==> src/rtl/acc_pkg.sv <==
// Shared constants for the accumulate/requantize block: FSM state encoding,
// beat-counter width and a saturating counter increment.
// No ports; imported by acc_requant and requant_sat.
package acc_pkg;

  localparam int CNT_WIDTH = 16;

  // Two-state FSM, kept as plain constants for legacy-tool compatibility.
  localparam logic [0:0] ST_ACC = 1'b0;  // accepting beats
  localparam logic [0:0] ST_OUT = 1'b1;  // presenting a result

  // Increment that sticks at all-ones instead of wrapping.
  function automatic logic [CNT_WIDTH-1:0] sat_inc(input logic [CNT_WIDTH-1:0] c);
    return (&c) ? c : c + 1'b1;
  endfunction

endpackage

==> src/rtl/requant_sat.sv <==
// Requantizer: optional round-half-up, arithmetic right shift by SHIFT, then clamp to OUT_WIDTH.
// Latency: purely combinational. Backpressure: none (no handshake).
// Ports: acc (ACC_WIDTH signed in), q (OUT_WIDTH signed out). Macro ACC_REQUANT_ROUND_EN enables rounding.
module requant_sat
  import acc_pkg::*;
#(
  parameter int ACC_WIDTH = 48,
  parameter int OUT_WIDTH = 16,
  parameter int SHIFT     = 8
) (
  input  logic signed [ACC_WIDTH-1:0] acc,
  output logic signed [OUT_WIDTH-1:0] q
);

  // One guard bit so the rounding add can never wrap.
  localparam int EW = ACC_WIDTH + 1;

  localparam logic signed [EW-1:0] MAX_V = {{(EW-OUT_WIDTH+1){1'b0}}, {(OUT_WIDTH-1){1'b1}}};
  localparam logic signed [EW-1:0] MIN_V = {{(EW-OUT_WIDTH+1){1'b1}}, {(OUT_WIDTH-1){1'b0}}};
`ifdef ACC_REQUANT_ROUND_EN
  localparam logic signed [EW-1:0] RND = {{(EW-1){1'b0}}, 1'b1} << (SHIFT-1);
`endif

  logic signed [EW-1:0] ext;
  logic signed [EW-1:0] shifted;

  always_comb begin
    ext = {acc[ACC_WIDTH-1], acc};
`ifdef ACC_REQUANT_ROUND_EN
    ext = ext + RND;
`endif
    shifted = ext >>> SHIFT;
    if (shifted > MAX_V) begin
      q = MAX_V[OUT_WIDTH-1:0];
    end else if (shifted < MIN_V) begin
      q = MIN_V[OUT_WIDTH-1:0];
    end else begin
      q = shifted[OUT_WIDTH-1:0];
    end
  end

endmodule

==> src/rtl/acc_requant.sv <==
// Accumulates signed beats until d_last_i, then presents a shifted, saturated result with beat count and wrap flag.
// Latency: result valid one cycle after the accepting edge of the last beat.
// Backpressure: while a result waits for d_ready_i, d_ready_o is low and inputs are ignored.
// Ports: clk, rst (sync active-low); d_i/d_valid_i/d_last_i/d_ready_o in; d_o/d_valid_o/d_ready_i/cnt_o/ovf_o out.
// Macro ACC_REQUANT_ROUND_EN selects round-half-up instead of truncation in requant_sat.
module acc_requant
  import acc_pkg::*;
#(
  parameter int IN_WIDTH  = 33,
  parameter int ACC_WIDTH = 48,
  parameter int OUT_WIDTH = 16,
  parameter int SHIFT     = 8
) (
  input  logic                        clk,
  input  logic                        rst,
  input  logic signed [IN_WIDTH-1:0]  d_i,
  input  logic                        d_valid_i,
  input  logic                        d_last_i,
  output logic                        d_ready_o,
  output logic signed [OUT_WIDTH-1:0] d_o,
  output logic                        d_valid_o,
  input  logic                        d_ready_i,
  output logic [CNT_WIDTH-1:0]        cnt_o,
  output logic                        ovf_o
);

  logic [0:0]                  state;
  logic signed [ACC_WIDTH-1:0] acc;
  logic signed [ACC_WIDTH-1:0] d_ext;
  logic signed [ACC_WIDTH-1:0] sum;
  logic [CNT_WIDTH-1:0]        cnt;
  logic                        ovf;
  logic                        sum_ovf;
  logic signed [OUT_WIDTH-1:0] q;

  assign d_ready_o = (state == ST_ACC);
  assign d_valid_o = (state == ST_OUT);
  assign cnt_o     = cnt;
  assign ovf_o     = ovf;

  assign d_ext = {{(ACC_WIDTH-IN_WIDTH){d_i[IN_WIDTH-1]}}, d_i};
  assign sum   = acc + d_ext;  // wraps modulo 2^ACC_WIDTH

  // Two same-signed operands producing an opposite-signed sum means the add wrapped.
  assign sum_ovf = (acc[ACC_WIDTH-1] == d_ext[ACC_WIDTH-1]) &&
                   (sum[ACC_WIDTH-1] != acc[ACC_WIDTH-1]);

  // Requantize the sum that includes the current beat, so the last beat is counted.
  requant_sat #(
    .ACC_WIDTH (ACC_WIDTH),
    .OUT_WIDTH (OUT_WIDTH),
    .SHIFT     (SHIFT)
  ) u_requant_sat (
    .acc (sum),
    .q   (q)
  );

  always_ff @(posedge clk) begin
    if (!rst) begin
      state <= ST_ACC;
      acc   <= '0;
      cnt   <= '0;
      ovf   <= 1'b0;
      d_o   <= '0;
    end else if (state == ST_ACC) begin
      if (d_valid_i) begin
        acc <= sum;
        cnt <= sat_inc(cnt);
        ovf <= ovf | sum_ovf;
        if (d_last_i) begin
          state <= ST_OUT;
          d_o   <= q;
        end
      end
    end else begin
      // d_o keeps its last value after the handshake; only the sum state clears.
      if (d_ready_i) begin
        state <= ST_ACC;
        acc   <= '0;
        cnt   <= '0;
        ovf   <= 1'b0;
      end
    end
  end

endmodule

==> config.mk <==
export PLATFORM = sky130hd
export DESIGN_NAME = acc_requant
export DESIGN_NICKNAME = d
export VERILOG_FILES = /design/src/rtl/acc_pkg.sv /design/src/rtl/requant_sat.sv /design/src/rtl/acc_requant.sv
export SDC_FILE = /design/constraint.sdc
export NUM_CORES = 1
export LEC_CHECK = 0
export BUFFER_PORTS_ARGS = -buffer_cell sky130_fd_sc_hd__buf_2
export CORE_MARGIN = 3
export CORE_UTILIZATION = 48
export CTS_BUF_LIST = sky130_fd_sc_hd__clkbuf_4 sky130_fd_sc_hd__clkbuf_8
export DETAILED_ROUTE_END_ITERATION = 12
export GPL_TIMING_DRIVEN = 0
export PLACE_DENSITY_LB_ADDON = 0.12
export SYNTH_ARGS = -nofsm -noshare
export SYNTH_HDL_FRONTEND = slang
export SYNTH_SLANG_ARGS = --single-unit
export TNS_END_PERCENT = 100
==> constraint.sdc <==
create_clock -name clk -period 3.43 [get_ports clk]
set_input_delay 0 -clock clk [delete_from_list [all_inputs] [get_ports clk]]
set_output_delay 0 -clock clk [all_outputs]
set_load 0.05 [all_outputs]
==> results.cfg, run 1 <==
[synth]
synth_edf_count = 0
netlist_area_mm2 = 0.00626
synth_ff_type = dfxtp_1
ys_seq_area_frac = 0.262
synth.net_count = 887
postSynth.asyncResetShare = 0
netlist_instances = 800
synth-seq-cells = 82
ys_warn_count = 0
synth.distinct_cells = 72
avgSynthCellArea_um2 = 7.83

[clock_network]
numCtsBuffers = 9
clockBufferDepth = 2
cts_tree = built
htreeDepth = 3
path_clk_slew_ps = 90
ctsRootBufferMaster = clkbuf_8
cts_sinks = 82
clk_latency_ps = 380

[floorplan]
io_pins = 73
fp-row-count = 41
initial_core_util = 0.494
coreArea_mm2 = 0.0127
die_area_mm2 = 0.0145
die_h_um = 120
die_w_um = 120

[power]
irDropWorstVdd_v = 0.000242
p_total_mw = 3.64
power.density_cell_area_mw_per_mm2 = 480
leakage_nw = 3.25

[sta]
period_share = 1.10
setup_viol = 15
worst_slack_ps = -357
slew_headroom = 0.559
skew_ps = 7.25
fin_crit_ps = 3790
tightest_slew_ps = 661
hold_viol = 0
rsz0062_at_grt = true
fmax_ghz = 0.264
report.final.slew_viol_count = 0
hold_slack_ps = 25.3

[finish]
drive_above_1_share = 0.197
multiInputGateArea_mm2 = 0.00475
fin_cells = 1075
utilization = 0.598
diodes = 0
mostFrequentLayoutCells = dfxtp_1 (81), nand2_1 (79), buf_2 (76), nor2_1 (61), a21oi_1 (56)
area_delta_synth_final_pct = 20.9
fill_cells = 1205
finalNetCount = 986
seq_area_mm2 = 0.00164
final_common_cell = dfxtp_1

[grt]
grt.total_usage = 0.259
grt_max_degree = 19
gr-total-overflow = 0
antenna_found_initial = 0
grt_pass1_vias = 6183
grt_pass1_wl_um = 30200

[place]
dp_hpwl_um = 14000
dp_cells = 1044
gp_congestion = 0.914
port-buffer-count = 72

[critical_path]
crit_type = flop to flop
rr_startpoint = acc[4]
r2r_setup_slack_ps = -360
worst_ep_arrival_time_ps = 4050
critPathLaunchType = flop
cp.required_ps = 3690
path_max_fanout = 10
reg2reg_depth = 14
r2r_end = d_o[7]
critPathCaptureType = flop

[run]
cap_violations = 0

[min_path]
holdPathEnd = cnt_o[13]
whs_path_depth = 3
min-delay-start = rst
hold_class = input pin to flop

[drt]
drt-total-wl_um = 19100
drc = 0
wl_met1_um = 8600
route.met3.wl_um = 942
wl_met2_um = 9250
vias_per_cell = 5.91
wire_per_inst_um = 17.8
routed.top_layer = met4
ant_nets = 0
dr.pass1.iters = 7
drt_iter0_markers = 424
vias = 6354

[run_status]
violations = setup timing
status = finished with violations
==> routing by layer <==
layer,track usage,vias to the layer above
li1,-,3114
met1,0.338,3047
met2,0.445,172
met3,0.0421,21
met4,0.0758,0
met5,0,-
==> cell type report <==
cell class | instances | area share
plain buffers | 31 | 0.0198
clock buffers | 10 | 0.0173
clock inverters | 5 | 0.0137
inverters | 15 | 0.00743
multi-input cells | 668 | 0.627
flip-flops and latches | 82 | 0.217
well taps | 172 | 0.0284
repair buffers | 92 | 0.0691
==> what timing repair did <==
item / in CTS / in global routing
setup buffers: 11 / 7
cloned: 0 / 0
resized for setup: 35 / 26
hold buffers: 2 / 0
pin swaps: 12 / 8
endpoints found under the setup margin: 17 / 16
endpoints found under the hold margin: 1 / 0
==> synthesized netlist by cell type (13+ instances only) <==
cell type / number / area share
o21ai_0: 46 / 0.037
a21oi_1: 60 / 0.048
inv_1: 15 / 0.0090
ha_1: 48 / 0.096
clkbuf_1: 26 / 0.016
nand2_1: 81 / 0.049
a22oi_1: 38 / 0.046
a31oi_1: 16 / 0.016
dfxtp_1: 82 / 0.26
nor3_1: 15 / 0.012
nand4_1: 13 / 0.013
a21o_1: 19 / 0.023
nor2_1: 62 / 0.037
nand3_1: 37 / 0.030
nor2b_1: 44 / 0.044
and2_1: 16 / 0.016
xnor2_1: 31 / 0.043
xor2_1: 22 / 0.031
==> metrics by stage <==
step | cell area, µm² | setup WS [ps] | TNS (ps)
final | 7570 | -357 | -5030
after global routing | 7570 | -549 | -7730
after CTS | 7370 | -248 | -3310
after detailed placement | 6850 | -742 | -10720
after global placement | 6850 | -674 | -9610
after floorplan | 6270 | 21.8 | 0
==> power by group <==
part / internal [mW] / switching, mW / total [mW]
Combinational: 0.630 / 1.03 / 1.66
Clock: 0.488 / 0.386 / 0.874
Sequential: 1.05 / 0.0558 / 1.10
==> flip-flops by register name, summed over array words and instances (netlist names) <==
signal     flops
cnt_o         16
d_o           16
ovf_o          1
acc           48
d_valid_o      1
==> logic make-up (layout without fill, tap and decap cells) <==
family          count (synthesis)  count (layout)  synth area share
simple gates                  309             309             0.251
buf+inv                        50             153            0.0334
fa+ha+maj                      49              49            0.0991
xor+xnor                       55              55            0.0793
flops                          82              82             0.262
compound gates                252             252             0.271
mux                             3               3           0.00479
==> critical path, cell delays in order, from the launching register on <==
cell and delay [ps]:
dfxtp_1 320, ha_1 340, a21o_1 220, a31o_2 250
o21ai_2 260, nand4_2 200, a41oi_4 320, xnor2_2 120
nor4_2 330, nand3_1 130, nor4_2 310, nand4_1 240
o31ai_4 340, buf_6 190, a31oi_1 90
==> how the worst max path moves through the flow <==
stage                     startpoint      end  slack (ps)  cells after the start
after floorplan               acc[0]  d_o[13]          20                     15
after global placement        acc[0]   d_o[4]        -670                     15
after detailed placement      acc[0]   d_o[5]        -740                     15
after CTS                     acc[0]   d_o[7]        -250                     15
after global routing         acc[13]   d_o[6]        -550                     15
final                         acc[4]   d_o[7]        -360                     14
No activity file was read; power rests on OpenSTA's default activity.
==> inputs of run 2 (changes only) <==
- GPL_ROUTABILITY_DRIVEN: not set -> 0
- SETUP_SLACK_MARGIN: not set -> 0.1
- SYNTH_HIERARCHICAL: not set -> 1
==> run 2 against run 1 <==
Effect of this change: critical path depth up 5; via count is 5.4% lower; non-clock buffer count increased by 25; flip-flop and latch count did not move; maximum frequency decreased by 12%; critical path type unchanged; the flow still finishes with violations (setup timing); clock power decreased by 21%; largest power group unchanged; sequential share of layout area is 0.64 points higher; hold slack improved by 9.3 ps.
==> results.cfg, run 2 <==
[drt]
drt-total-wl_um = 17100
drt_iter0_markers = 344
vias_per_cell = 5.86
drc = 0
dr.pass1.iters = 5
ant_nets = 0
vias = 6014
wire_per_inst_um = 16.7

[place]
dp_cells = 975
dp_hpwl_um = 12700
dp_slack_ps = -1270
port-buffer-count = 71

[critical_path]
critPathLaunchType = flop
r2r_setup_slack_ps = -890
critPathCaptureType = flop
crit_type = flop to flop
slowest_stage = or4_4
slowest_delay_ps = 470
worst_ep_arrival_time_ps = 4640
crit_path_start = acc[0]
rr_startpoint = acc[0]
crit_chain = ha_4, inv_2, fa_2, and2b_1, o21a_1, a31o_4, a41oi_4, o211ai_2, a41oi_2, o41a_4, o21bai_4, xnor2_2, nand4_1, or4_4, nor3_4, buf_4, o2bb2ai_1, nand2_1, a21boi_1
cp.required_ps = 3750
path_max_fanout = 5

[clock_network]
htreeDepth = 3
clk_latency_ps = 380
clockBufferDepth = 2
cts_sinks = 82
numCtsBuffers = 9
ctsRootBufferMaster = clkbuf_8
path_clk_slew_ps = 90
cts_tree = built

[sta]
hold_viol = 0
rsz0062_at_grt = true
report.final.slew_viol_count = 0
tns_ps = -13100
skew_ps = 9.07
worst_slack_ps = -892
period_share = 1.26
tightest_slew_ps = 710
slew_headroom = 0.527
fin_crit_ps = 4320
hold_slack_ps = 34.6
setup_viol = 15
fmax_ghz = 0.231

[grt]
antenna_found_initial = 0
grt_pass1_vias = 5990
grt_pass1_wl_um = 27900
grt.total_usage = 0.239
use_met1 = 0.284
met2_usage = 0.438
grt_max_degree = 17
gr-total-overflow = 0
busiest_layer = met2
grt_use_met3 = 0.0541

[synth]
ys_warn_count = 6
netlist_instances = 736
synth.net_count = 823
avgSynthCellArea_um2 = 8.25
netlist_area_mm2 = 0.00607

[floorplan]
die_h_um = 118
fp-row-count = 40
initial_core_util = 0.499
die_w_um = 118
coreArea_mm2 = 0.0122
die_area_mm2 = 0.0140
io_pins = 73

[run_status]
violations = setup timing
status = finished with violations

[finish]
mostFrequentLayoutCells = nand2_1 (88), dfxtp_1 (78), buf_2 (72), a21oi_1 (51), nor2_1 (42)
largest_reg_flops = 48
fill_cells = 1131
final_common_cell = nand2_1
fin_cells = 1027
utilization = 0.606
drive_above_1_share = 0.229
regMostFlops = acc
area_delta_synth_final_pct = 21.5
finalNetCount = 941
diodes = 0

[power]
clock_power_share = 0.185
comb_power_share = 0.506
irDropWorstVdd_v = 0.000390
power_frac_seq = 0.309
power.density_cell_area_mw_per_mm2 = 504
swShare = 0.424
p_int_mw = 2.14
netSwitchingPower_mw = 1.57
leakage_nw = 3.16

[run]
cap_violations = 0

[min_path]
min-delay-start = d_i[0]
hold_class = input pin to flop
run 2: cell type report:
class | instances | area, µm² | share of cell area
buffer | 41 | 238 | 0.0322
sequential | 82 | 1650 | 0.223
clock inverter | 5 | 38.8 | 0.00526
inverter | 11 | 41.3 | 0.00560
timing repair buffer | 107 | 632 | 0.0857
clock buffer | 11 | 145 | 0.0197
multi-input combinational | 602 | 4420 | 0.600
tap | 168 | 210 | 0.0285
run 2: layer usage:
metal / wire length (µm) / share of wire
met5: 0 / 0
met4: 296 / 0.017
met3: 772 / 0.045
met2: 8600 / 0.50
met1: 7450 / 0.44
run 2: final timing paths:
| kind | endpoint | cells past startpoint |
|---|---|---|
| max | d_o[8] | 19 |
| min | acc[0] | 4 |
| max reg2reg | d_o[8] | 19 |
| min reg2reg | d_o[10] | 2 |
run 2: timing repair:
item,CTS,global route
hold buffers,1,0
cloned,1,0
pin swaps,17,11
resized for setup,30,11
endpoints found under the hold margin,2,0
setup buffers,33,9
endpoints found under the setup margin,17,19
run 2: power groups by stage:
stage | combinational (mW) | sequential [mW] | clock [mW]
final | 1.88 | 1.15 | 0.688
after CTS | 1.80 | 1.15 | 0.707
after detailed placement | 1.64 | 1.16 | 0
after global placement | 1.60 | 1.16 | 0
after floorplan | 1.20 | 1.24 | 0
after global routing | 2.04 | 1.16 | 0.749
run 2: worst max-delay path, delay by kind of cell, from the launching register on:
| kind | cells | cell delay (ps) |
|---|---|---|
| AO/OA/AOI/OAI | 9 | 1850 |
| AND/OR/NAND/NOR | 5 | 1180 |
| adder cells (fa/ha/maj) | 2 | 480 |
| flip-flops | 1 | 360 |
| buffers and inverters | 2 | 240 |
| XOR/XNOR | 1 | 150 |
run 2: through the flow:
| stage | area (µm²) | total power [mW] |
|---|---|---|
| global placement | 6700 | 2.76 |
| CTS | 7310 | 3.65 |
| detailed placement | 6700 | 2.80 |
| floorplan | 6130 | 2.44 |
| finish | 7370 | 3.72 |
| global route | 7370 | 3.95 |
==> inputs of run 3 (changes only) <==
- CORE_UTILIZATION: 48 -> 35
==> run 3 against run 2 <==
Effect of this change: the flow still finishes with violations (setup timing); clock skew about the same; hold slack gained 17 ps; non-clock buffer count down 1; register-to-register slack worse by 30 ps; setup slack worse by 31 ps; critical path type unchanged; critical endpoint is now d_o[12]; largest cell class unchanged.
==> results.cfg, run 3 (synthesis gave the netlist of run 2 again) <==
[floorplan]
die_w_um = 138
coreArea_mm2 = 0.0168
initial_core_util = 0.362
die_area_mm2 = 0.0190
die_h_um = 138
io_pins = 73
fp-row-count = 47

[drt]
drc = 0
drt-total-wl_um = 17700
wire_per_inst_um = 16.4
dr.pass1.iters = 5
drt_iter0_markers = 315
vias_per_cell = 5.43
vias = 5857
ant_nets = 0

[grt]
gr-total-overflow = 0
grt_pass1_wl_um = 28100
grt_pass1_vias = 5649
antenna_found_initial = 0
grt_max_degree = 17
grt.total_usage = 0.185

[sta]
slew_headroom = 0.509
worst_slack_ps = -924
fmax_ghz = 0.230
fin_crit_ps = 4350
hold_viol = 0
tightest_slew_ps = 737
period_share = 1.27
rsz0062_at_grt = true
setup_viol = 15
skew_ps = 8.92
report.final.slew_viol_count = 0

[finish]
finalNetCount = 940
drive_above_1_share = 0.242
final_common_cell = nand2_1
area_delta_synth_final_pct = 24.8
regMostFlops = acc
diodes = 0
mostFrequentLayoutCells = nand2_1 (88), dfxtp_1 (78), buf_2 (73), a21oi_1 (54), ha_1 (43)
largest_reg_flops = 48

[run_status]
status = finished with violations
violations = setup timing

[critical_path]
critical-path-top-delay-family = compound AO/OA/AOI/OAI gates
slowest_stage = o41a_4
crit_buf_inv = 3
slowest_delay_ps = 460
crit_type = flop to flop
critPathLaunchType = flop
critPathCaptureType = flop
crit_chain = ha_4, inv_2, fa_2, and2b_1, o21a_1, a31o_4, a41oi_4, o211ai_2, a41oi_2, o41a_4, o21bai_4, xnor2_2, buf_4, nor4_1, nand4_1, clkbuf_4, nor3_1, o2bb2ai_2, nand2_1, a21boi_1
worst_ep_arrival_time_ps = 4640
path_max_fanout = 10
cp.required_ps = 3710

[clock_network]
cts_sinks = 82
clk_latency_ps = 380
cts_tree = built
numCtsBuffers = 9
path_clk_slew_ps = 90
clockBufferDepth = 2
ctsRootBufferMaster = clkbuf_8
htreeDepth = 3

[place]
dp_hpwl_um = 13100
port-buffer-count = 71
dp_slack_ps = -1100

[power]
irDropWorstVdd_v = 0.000233
power.density_cell_area_mw_per_mm2 = 517
leakage_nw = 3.24
p_total_mw = 3.92

[run]
cap_violations = 0

[min_path]
hold_class = input pin to flop
-- run 3: cell count changes in the layout (fill, tap and decap cells not counted), sizes merged --
cell,delta
clkinvlp,-3
clkinv,+1
clkbuf,-2
buf,+1
bufinv,+2
-- run 3: area by class of cell --
type,count,area (µm²)
plain buffers,40,236
multi-input cells,602,4500
fillers,1686,9180
well taps,220,275
clock inverters,5,85.1
clock buffers,11,145
repair buffers,107,647
flip-flops and latches,82,1650
inverters,11,41.3
-- run 3: routing by layer --
| layer | part of all wire | GRT usage | up-vias |
|---|---|---|---|
| li1 | - | - | 2937 |
| met1 | 0.47 | 0.244 | 2826 |
| met2 | 0.49 | 0.313 | 77 |
| met3 | 0.021 | 0.0230 | 17 |
| met4 | 0.015 | 0.0565 | 0 |
| met5 | 0 | 0 | - |
-- run 3: worst paths after layout --
path / start / end / slack, ps / cells after the start
worst min-delay path: d_i[0] / acc[0] / 50 / 4
worst max register to register: acc[0] / d_o[12] / -920 / 20
worst max-delay path: acc[0] / d_o[12] / -920 / 20
worst min register to register: d_o[13] / d_o[13] / 460 / 2
-- run 3: repair_timing --
item | 4_1_cts | 5_1_grt
buffers inserted | 30 | 7
endpoints found under the hold margin | 2 | 0
endpoints found under the setup margin | 16 | 20
cloned | 1 | 0
hold buffers | 1 | 0
gates resized for setup | 29 | 32
pin swaps | 17 | 17
-- run 3: worst reg2reg max path: stages (launching register included) --
cell and delay [ps]:
dfxtp_2 360, ha_4 140, inv_2 40, fa_2 360, and2b_1 210, o21a_1 160
a31o_4 180, a41oi_4 170, o211ai_2 300, a41oi_2 200, o41a_4 460, o21bai_4 180
xnor2_2 90, buf_4 150, nor4_1 300, nand4_1 200, clkbuf_4 260, nor3_1 240
o2bb2ai_2 100, nand2_1 90, a21boi_1 60
-- run 3: stage by stage --
step           TNS (ps)  hold slack (ps)  cells  utilization  area (µm²)
2_1_floorplan     -4890              234    736            -        6130
3_3_place_gp     -15900              367   1027        0.403        6760
3_5_place_dp     -15460              371   1027        0.403        6760
4_1_cts          -12470             45.4   1073        0.439        7370
5_1_grt          -16000             69.5   1078        0.452        7580
6_report         -13180             51.7   1078        0.452        7580
-- run 3: power breakdown --
group	internal [mW]	total, mW	switching [mW]
Clock	0.443	0.855	0.412
Sequential	1.07	1.15	0.0760
Combinational	0.792	1.92	1.12
